### src/rtl/fifo_pkg.sv
// Shared definitions for the single-clock FIFO: read-mode constants and the
// pointer-width helper used by both the FIFO top and its memory.
package fifo_pkg;

  localparam int FIFO_STD  = 0;  // registered read, r_valid pulses per read
  localparam int FIFO_FWFT = 1;  // head word shown on r_data while not empty

  // Pointer width: address bits plus one wrap bit.
  function automatic int ptr_len(input int depth);
    return $clog2(depth) + 1;
  endfunction

endpackage

### src/rtl/fifo_mem.sv
// Single-clock dual-port storage for the FIFO. Synchronous write port.
// The read port is a registered, enabled read in standard mode, or a plain
// combinational lookup in first-word-fall-through mode.
module fifo_mem
  import fifo_pkg::*;
#(
  parameter int DATA_SIZE = 32,
  parameter int MEM_SIZE  = 32,
  parameter int FWFT      = FIFO_STD,
  localparam int ADDR_W   = $clog2(MEM_SIZE)
) (
  input  logic                 clk,
  input  logic                 reset,
  input  logic                 w_en,
  input  logic [ADDR_W-1:0]    w_addr,
  input  logic [DATA_SIZE-1:0] w_data,
  input  logic                 r_en,
  input  logic [ADDR_W-1:0]    r_addr,
  output logic [DATA_SIZE-1:0] r_data
);

  logic [DATA_SIZE-1:0] mem [MEM_SIZE];

  // Storage write; contents are not reset, the pointers decide what is valid.
  always_ff @(posedge clk) begin
    if (w_en) mem[w_addr] <= w_data;
  end

  if (FWFT == FIFO_FWFT) begin : g_comb_read
    // The head word is needed in the same cycle it becomes valid.
    assign r_data = mem[r_addr];
    // The registered port's controls have no job in this mode.
    logic unused_rd_ctrl;
    assign unused_rd_ctrl = &{1'b0, reset, r_en};
  end else begin : g_reg_read
    logic [DATA_SIZE-1:0] r_data_q;
    // Registered read: load on an accepted read, hold otherwise.
    always_ff @(posedge clk or posedge reset) begin
      if (reset)     r_data_q <= '0;
      else if (r_en) r_data_q <= mem[r_addr];
    end
    assign r_data = r_data_q;
  end

endmodule

### src/rtl/sync_fifo_flags.sv
// Single-clock FIFO with occupancy count, almost-full/almost-empty flags,
// optional first-word-fall-through output and sticky error flags.
//
// Handshake: a write is taken on a rising edge where w_en=1 and full=0; a read
// (FWFT: a pop of the head word) is taken where r_en=1 and empty=0. Both are
// judged on the flags as they stood before the edge. Requests made while full
// or empty are dropped and recorded in overflow/underflow. Standard mode:
// r_valid=1 for the single cycle after a taken read, qualifying r_data.
// FWFT mode: r_valid=!empty and r_data is the head word while r_valid=1.
module sync_fifo_flags
  import fifo_pkg::*;
#(
  parameter int DATA_SIZE     = 32,
  parameter int MEM_SIZE      = 32,
  parameter int AFULL_THRESH  = MEM_SIZE - 2,
  parameter int AEMPTY_THRESH = 2,
  parameter int FWFT          = FIFO_STD
) (
  input  logic                         clk,
  input  logic                         reset,
  input  logic                         w_en,
  input  logic [DATA_SIZE-1:0]         w_data,
  input  logic                         r_en,
  output logic [DATA_SIZE-1:0]         r_data,
  output logic                         r_valid,
  output logic                         full,
  output logic                         empty,
  output logic                         almost_full,
  output logic                         almost_empty,
  output logic [ptr_len(MEM_SIZE)-1:0] count,
  output logic                         overflow,
  output logic                         underflow,
  input  logic                         clr_err
);

  localparam int PTR_W  = ptr_len(MEM_SIZE);
  localparam int ADDR_W = PTR_W - 1;
  localparam logic [PTR_W-1:0] ONE      = {{(PTR_W-1){1'b0}}, 1'b1};
  localparam logic [PTR_W-1:0] AFULL_C  = PTR_W'(AFULL_THRESH);
  localparam logic [PTR_W-1:0] AEMPTY_C = PTR_W'(AEMPTY_THRESH);

  if (AFULL_THRESH > MEM_SIZE || AEMPTY_THRESH >= MEM_SIZE) begin : g_bad_thresh
    $error("sync_fifo_flags: threshold out of range for MEM_SIZE");
  end
  if (MEM_SIZE < 2 || (MEM_SIZE & (MEM_SIZE - 1)) != 0) begin : g_bad_depth
    $error("sync_fifo_flags: MEM_SIZE must be a power of two, at least 2");
  end

  logic [PTR_W-1:0]     wptr, rptr, count_q;
  logic                 wr_acc, rd_acc;
  logic                 ovf_q, udf_q;
  logic [DATA_SIZE-1:0] mem_rdata;

  // Full/empty come straight from the registered pointers; the wrap bit
  // distinguishes a full buffer from an empty one at equal addresses.
  assign full  = (wptr[ADDR_W-1:0] == rptr[ADDR_W-1:0]) && (wptr[ADDR_W] != rptr[ADDR_W]);
  assign empty = (wptr == rptr);

  assign wr_acc = w_en && !full;
  assign rd_acc = r_en && !empty;

  // Pointer and occupancy update; simultaneous read+write leaves count alone.
  always_ff @(posedge clk or posedge reset) begin
    if (reset) begin
      wptr    <= '0;
      rptr    <= '0;
      count_q <= '0;
    end else begin
      if (wr_acc) wptr <= wptr + ONE;
      if (rd_acc) rptr <= rptr + ONE;
      if (wr_acc && !rd_acc)      count_q <= count_q + ONE;
      else if (rd_acc && !wr_acc) count_q <= count_q - ONE;
    end
  end

  assign count        = count_q;
  assign almost_full  = (count_q >= AFULL_C);
  assign almost_empty = (count_q <= AEMPTY_C);

  // Sticky error flags; a new error in the clearing cycle keeps the flag set.
  always_ff @(posedge clk or posedge reset) begin
    if (reset) begin
      ovf_q <= 1'b0;
      udf_q <= 1'b0;
    end else begin
      if (w_en && full) ovf_q <= 1'b1;
      else if (clr_err) ovf_q <= 1'b0;
      if (r_en && empty) udf_q <= 1'b1;
      else if (clr_err)  udf_q <= 1'b0;
    end
  end

  assign overflow  = ovf_q;
  assign underflow = udf_q;

  fifo_mem #(
    .DATA_SIZE (DATA_SIZE),
    .MEM_SIZE  (MEM_SIZE),
    .FWFT      (FWFT)
  ) u_mem (
    .clk    (clk),
    .reset  (reset),
    .w_en   (wr_acc),
    .w_addr (wptr[ADDR_W-1:0]),
    .w_data (w_data),
    .r_en   (rd_acc),
    .r_addr (rptr[ADDR_W-1:0]),
    .r_data (mem_rdata)
  );

  if (FWFT == FIFO_FWFT) begin : g_fwft_out
    // Head word is live whenever anything is stored; zero when empty.
    assign r_valid = !empty;
    assign r_data  = empty ? '0 : mem_rdata;
  end else begin : g_std_out
    logic r_valid_q;
    // r_valid marks the cycle right after a taken read.
    always_ff @(posedge clk or posedge reset) begin
      if (reset) r_valid_q <= 1'b0;
      else       r_valid_q <= rd_acc;
    end
    assign r_valid = r_valid_q;
    assign r_data  = mem_rdata;
  end

endmodule

### config.mk
export PLATFORM = sky130hd
export DESIGN_NAME = sync_fifo_flags
export DESIGN_NICKNAME = d
export VERILOG_FILES = /design/src/rtl/fifo_pkg.sv /design/src/rtl/fifo_mem.sv /design/src/rtl/sync_fifo_flags.sv
export SDC_FILE = /design/constraint.sdc
export NUM_CORES = 1
export LEC_CHECK = 0
export BUFFER_PORTS_ARGS = -buffer_cell sky130_fd_sc_hd__buf_2
export CORE_MARGIN = 3
export CORE_UTILIZATION = 50
export DETAILED_ROUTE_END_ITERATION = 10
export PLACE_DENSITY = 0.72
export SYNTH_ARGS = -nofsm -noshare
export SYNTH_HDL_FRONTEND = slang
export SYNTH_SLANG_ARGS = --single-unit
### constraint.sdc
create_clock -name clk -period 4.73 [get_ports clk]
set_input_delay 0.946 -clock clk [delete_from_list [all_inputs] [get_ports clk]]
set_output_delay 0.946 -clock clk [all_outputs]
set_load 0.02 [all_outputs]
==> results of run 1 <==
==> critical path, cell delays in order, from the launching register on <==
cell	delay, ns
dfrtp_4	0.65
xnor2_1	0.26
nand2_1	0.15
or2_2	0.34
nor2_1	0.20
buf_2	0.21
==> state kept, by name (all words and copies together) (netlist names) <==
| signal | cells |
|---|---|
| count | 6 |
| u_mem.r_data | 32 |
| u_mem.mem | 1024 |
| r_valid | 1 |
| underflow | 1 |
| rptr | 6 |
| overflow | 1 |
| wptr | 6 |
==> report_power, final <==
part	internal [mW]	total [mW]	leakage [nW]	switching [mW]
clock	4.78	8.24	1.68	3.46
sequential	11.3	11.8	9.87	0.541
combinational	3.08	7.75	3.64	4.67
total	19.1	27.8	15.2	8.67
==> cells in the mapped netlist, types with 32 or more instances <==
cell	instances
a211oi_1	32
nor2_1	39
buf_2	39
mux2i_1	161
clkbuf_1	47
a22o_1	34
mux4_2	193
edfxtp_1	1024
o221ai_1	32
dfrtp_1	53
a21oi_1	65
==> layout by cell type (no fill, tap or decap), types with 22 or more instances in the layout <==
cell type / synthesis / final
a211oi_1: 32 / 32
a21oi_1: 65 / 65
a22o_1: 34 / 34
a22oi_1: 31 / 31
buf_2: 39 / 81
buf_4: 13 / 42
clkbuf_16: 0 / 108
dfrtp_1: 53 / 48
edfxtp_1: 1024 / 1024
mux2i_1: 161 / 161
mux4_2: 193 / 193
nor2_4: 0 / 33
o21ai_0: 22 / 22
o221ai_1: 32 / 32
o22ai_1: 31 / 31
==> cells by family (layout without fill, tap and decap cells) <==
logic type                 count (synthesis)  count (layout)  synth area share, %
AOI/OAI and AO/OA                        268             268                 4.40
xor gates and xnor gates                  22              22                0.468
adders and majority gates                 11              11                0.352
buffers and inverters                    123             344                 1.50
DFF                                     1077            1077                 77.9
muxes                                    354             354                 14.5
other                                      0               1                    0
and+or+nand+nor                           82              82                0.906
==> routing by layer <==
metal | GRT usage [%] | up-vias | share of wire (%)
met1 | 33.9 | 10833 | 39
li1 | - | 8380 | -
met5 | 0 | - | 0.013
met3 | 6.78 | 134 | 12
met4 | 5.77 | 2 | 2.1
met2 | 34.4 | 1231 | 46
==> stage by stage <==
step | total power, mW | cells | setup slack, ns
floorplan | 17.0 | 1937 | 1.34
global placement | 19.6 | 3022 | 1.47
detailed placement | 19.7 | 3022 | 1.45
CTS | 27.9 | 3218 | 1.29
global route | 28.9 | 3219 | 1.23
finish | 27.8 | 3219 | 1.32
==> final cells by class <==
class / count / area (um^2) / area share, %
Clock buffer: 140 / 2930 / 6.29
Tap cell: 1060 / 1330 / 2.84
Inverter: 10 / 37.5 / 0.0804
Timing Repair Buffer: 138 / 1020 / 2.19
Clock inverter: 56 / 490 / 1.05
Sequential cell: 1077 / 32100 / 68.8
Antenna cell: 1 / 2.50 / 0.00536
Multi-Input combinational cell: 737 / 8760 / 18.8
==> worst paths after layout <==
| kind | slack (ns) | cells past startpoint | endpoint |
|---|---|---|---|
| worst min register to register | 0.51 | 1 | overflow$_DFFE_PP0P_ |
| worst max-delay path | 1.32 | 5 | full |
| min in group asynchronous | 0.56 | 2 | count[4]$_DFFE_PP0P_ |
| max in group asynchronous | 3.09 | 3 | u_mem.r_data[28]$_DFFE_PP0P_ |
| worst min-delay path | 0.51 | 1 | overflow$_DFFE_PP0P_ |
| worst max register to register | 1.39 | 6 | u_mem.r_data[31]$_DFFE_PP0P_ |
==> impl_metrics.tcl, run 1 <==
set metrics [dict create \
    status "finished, final reports clean" \
    slew_violations 0 \
    syn2layout_area_growth_pct 13.3 \
    drt_iter0_markers 2661 \
    clock_path_buffers 3 \
    drive_gt1_share_pct 24.7 \
    gr-usage-all-layers_pct 23.1 \
    antenna_found_initial 6 \
    setup_violations 0 \
    postRouteAntennaNets 0 \
    fmax_ghz 0.294 \
    rsz0062_at_grt "false" \
    cts_setup_buffers 0 \
    core-area_um2 81100 \
    post-route-period-util_pct 72.0 \
    grt_pass1_wl_um 143000 \
    cp_max_fo 18 \
    dpl_cell_area_um2 43200 \
    grt_overflow 0 \
    totalWireLength_um 98200 \
    cts_buffers 106 \
    fin_tns_setup_ns 0 \
    synth_top_area_share_pct 74.7 \
    cp.arrival_ns 2.46 \
    synth_fp_nets 1985 \
    skew_ns 0.0178 \
    synthArstFlopShare_pct 4.92 \
    h-tree-depth 3 \
    r2r_start "rptr[1]$_DFFE_PP0P_" \
    synth_area_per_cell_um2 21.3 \
    drc_errors 0 \
    chipWidth_um 293 \
    grt_pass1_vias 20447 \
    startpoint "rptr[1]$_DFFE_PP0P_" \
    fin_crit_ns 3.41 \
    synth-edff-count 1024 \
    place_congestion 0.820 \
    ys_seq_area_share_pct 77.9 \
    die_height_um 293 \
    utilization_pct 57.6 \
    dr.pass1.iters 5 \
    synth_top_cell_by_area "edfxtp_1" \
    vias_per_cell 6.39 \
    wire_per_inst_um 30.5 \
    syn_inst 1937 \
    vias 20580 \
    end_kind "primary output" \
    clock_sinks 1077 \
    start_kind "register" \
    row_count 104 \
    ys.flop_type "edfxtp_1" \
    crit_type "register to primary output" \
    maxCapViolCount 0 \
    p_per_area_nw_per_um2 596 \
    ir_drop_mv 0.527 \
    tightest_slew_ns 1.09 \
    ys_ff_latch 1077 \
    ys_types 42 \
    ctsResizeCount 0 \
    final_nets 2118 \
    pin_count 82 \
    relSlewSlack_pct 27.1 \
    initial_utilization_pct 50.8 \
    dp_hpwl_um 56000 \
    hold_class "register to register" \
    holdWs_ns 0.512 \
    leakagePower_nw 15.2 \
    cp.required_ns 3.78 \
    numPortBuffers 81 \
    yosysWarnings 0 \
    nFillCells 5729 \
    finalInstanceArea_um2 46700 \
    holdBufCountCts 0 \
    synth_area_leaders "edfxtp_1, mux4_2, mux2i_1" \
    die_area_um2 85800 \
    netlist_area_um2 41200 \
    hold_start "overflow$_DFFE_PP0P_" \
    cts_root_buffer "clkbuf_16" \
    cts_tree "yes" \
    hold_violations 0 \
    worstSkewPairLatency_ns 0.66 \
    path_clk_slew_ns 0.06 \
    grt_max_degree 119 \
]
No activity file was read; power rests on OpenSTA's default activity.
==> run 2, diff against run 1 <==
Settings changed: PLACE_DENSITY 0.72 to 0.74.
Clock period 4.73 ns to 2.85 ns, I/O delays scaled along.
==> impl_metrics.tcl, run 2 (same netlist as run 1, synthesis figures left out) <==
set metrics [dict create \
    leakagePower_nw 15.7 \
    fin_crit_ns 2.85 \
    slew_violations 0 \
    drt_iter0_markers 2670 \
    layout_common_cells "edfxtp_1, mux4_2, mux2i_1" \
    hold_violations 0 \
    grt_max_degree 101 \
    end_kind "register" \
    dr.pass1.iters 6 \
    holdWs_ns 0.164 \
    pin_count 82 \
    drive_gt1_share_pct 28.1 \
    p_per_area_nw_per_um2 979 \
    row_count 104 \
    largest-register "u_mem.mem" \
    cpPeakStageDelay_ns 0.56 \
    cts_tree "yes" \
    path_clk_slew_ns 0.07 \
    relSlewSlack_pct 23.4 \
    post-route-period-util_pct 100 \
    gr-usage-met2_pct 38.5 \
    layout.cells.non_filler 3294 \
    largest_reg_flops 1024 \
    worst_slack_ns -0.000861 \
    cts_root_buffer "clkbuf_16" \
    globalRouteMet3Util_pct 6.32 \
    setup_violations 1 \
    clock_path_buffers 3 \
    busiest_layer "met2" \
    place_congestion 0.816 \
    fin_tns_setup_ns -0.000861 \
    grt_pass1_wl_um 151000 \
    violations "setup timing" \
    crit_path_frequent_cell "buf_4" \
    die_height_um 293 \
    fmax_ghz 0.351 \
    ir_drop_mv 0.760 \
    met1_usage_pct 34.3 \
    status "finished with violations" \
    cp.required_ns 3.41 \
    dp_hpwl_um 55500 \
    syn2layout_area_growth_pct 15.9 \
    totalWireLength_um 104000 \
    vias_per_cell 6.45 \
    wire_per_inst_um 31.7 \
    cp_max_fo 27 \
    grt_pass1_vias 21429 \
    final_common_cell "edfxtp_1" \
    numPortBuffers 81 \
    dpl.cell_count 3060 \
    die_area_um2 85800 \
    hold_class "input port to register" \
    drc_errors 0 \
    cp.arrival_ns 3.41 \
    crit_type "register to register" \
    core-area_um2 81100 \
    crit_chain "buf_4, buf_4, mux4_2, a211oi_1, o21ai_0, a22o_1" \
    skew_ns 0.0184 \
    start_kind "register" \
    tightest_slew_ns 1.15 \
    postRouteAntennaNets 0 \
    initial_utilization_pct 50.8 \
    cpMaxStageDelayCell "buf_4" \
    antenna_found_initial 4 \
    worstSkewPairLatency_ns 0.67 \
    cts_buffers 101 \
    rsz0062_at_grt "true" \
    grt_overflow 0 \
    final_nets 2196 \
    maxCapViolCount 0 \
    h-tree-depth 3 \
    gr-usage-all-layers_pct 24.4 \
    antennaDiodeCount 0 \
    finalPower_mw 46.7 \
    chipWidth_um 293 \
    clock_sinks 1077 \
    vias 21230 \
    utilization_pct 58.9 \
]
-- run 2: cell count changes in the layout (fill, tap and decap cells not counted), sizes merged, moves of 3 or more --
| cell | previous run | this run |
|---|---|---|
| buf | 138 | 214 |
| clkbuf | 140 | 129 |
| nor2 | 39 | 44 |
| clkinv | 43 | 39 |
| inv | 12 | 16 |
| bufinv | 8 | 11 |
-- run 2: area by class of cell --
class                           instances  area (um^2)
Fill cell                            5569        33300
Inverter                               10         37.5
Tap cell                             1060         1330
Timing Repair Buffer                  216         2040
Clock inverter                         61          644
Sequential cell                      1077        32100
Multi-Input combinational cell        742         8840
Clock buffer                          128         2750
-- run 2: repair_timing --
item / 4_1_cts / 5_1_grt
setup buffers: 23 / 15
pin swaps: 13 / 7
gates resized for setup: 3 / 18
hold endpoints to repair: 21 / 0
setup endpoints to repair: 260 / 155
cloned: 4 / 2
hold buffers: 1 / 0
-- run 2: metrics by stage --
stage | setup WS [ns] | instance area [um^2]
floorplan | -0.325 | 41200
CTS | -0.0423 | 47500
detailed placement | -0.222 | 43800
global route | -0.0335 | 47700
finish | -0.000861 | 47700
global placement | -0.159 | 43800
-- run 2: worst max-delay path: cells and delay by family (launching register included) --
kind / cells / cell delay [ns]
flops: 1 / 0.42
compound gates: 3 / 0.87
buf+inv: 2 / 1.00
mux: 1 / 0.40
-- run 2: path summary, 6_finish.rpt --
kind,start,to,slack [ns],cells past startpoint
max,rptr[1]$_DFFE_PP0P_,u_mem.r_data[16]$_DFFE_PP0P_,-0.0009,6
max reg2reg,rptr[1]$_DFFE_PP0P_,u_mem.r_data[16]$_DFFE_PP0P_,-0.0009,6
min in group asynchronous,reset,count[3]$_DFFE_PP0P_,0.50,3
max in group asynchronous,reset,rptr[0]$_DFFE_PP0P_,1.68,4
min reg2reg,overflow$_DFFE_PP0P_,overflow$_DFFE_PP0P_,0.51,1
min,w_en,overflow$_DFFE_PP0P_,0.16,2
-- run 2: report_power, final --
part           total, mW  switching [mW]  leakage (nW)  internal, mW
Clock               13.7            5.79          1.67          7.87
Combinational       13.7            8.02          4.19          5.69
Sequential          19.4           0.669          9.87          18.7
-- run 2: routing by layer --
layer  share of wire (%)  vias to the layer above  routed length (um)
li1                    -                     8554                   -
met1                  38                    11183               39700
met2                  48                     1284               49900
met3                  11                      201               12000
met4                 2.8                        8                2910
met5               0.051                        -                  53
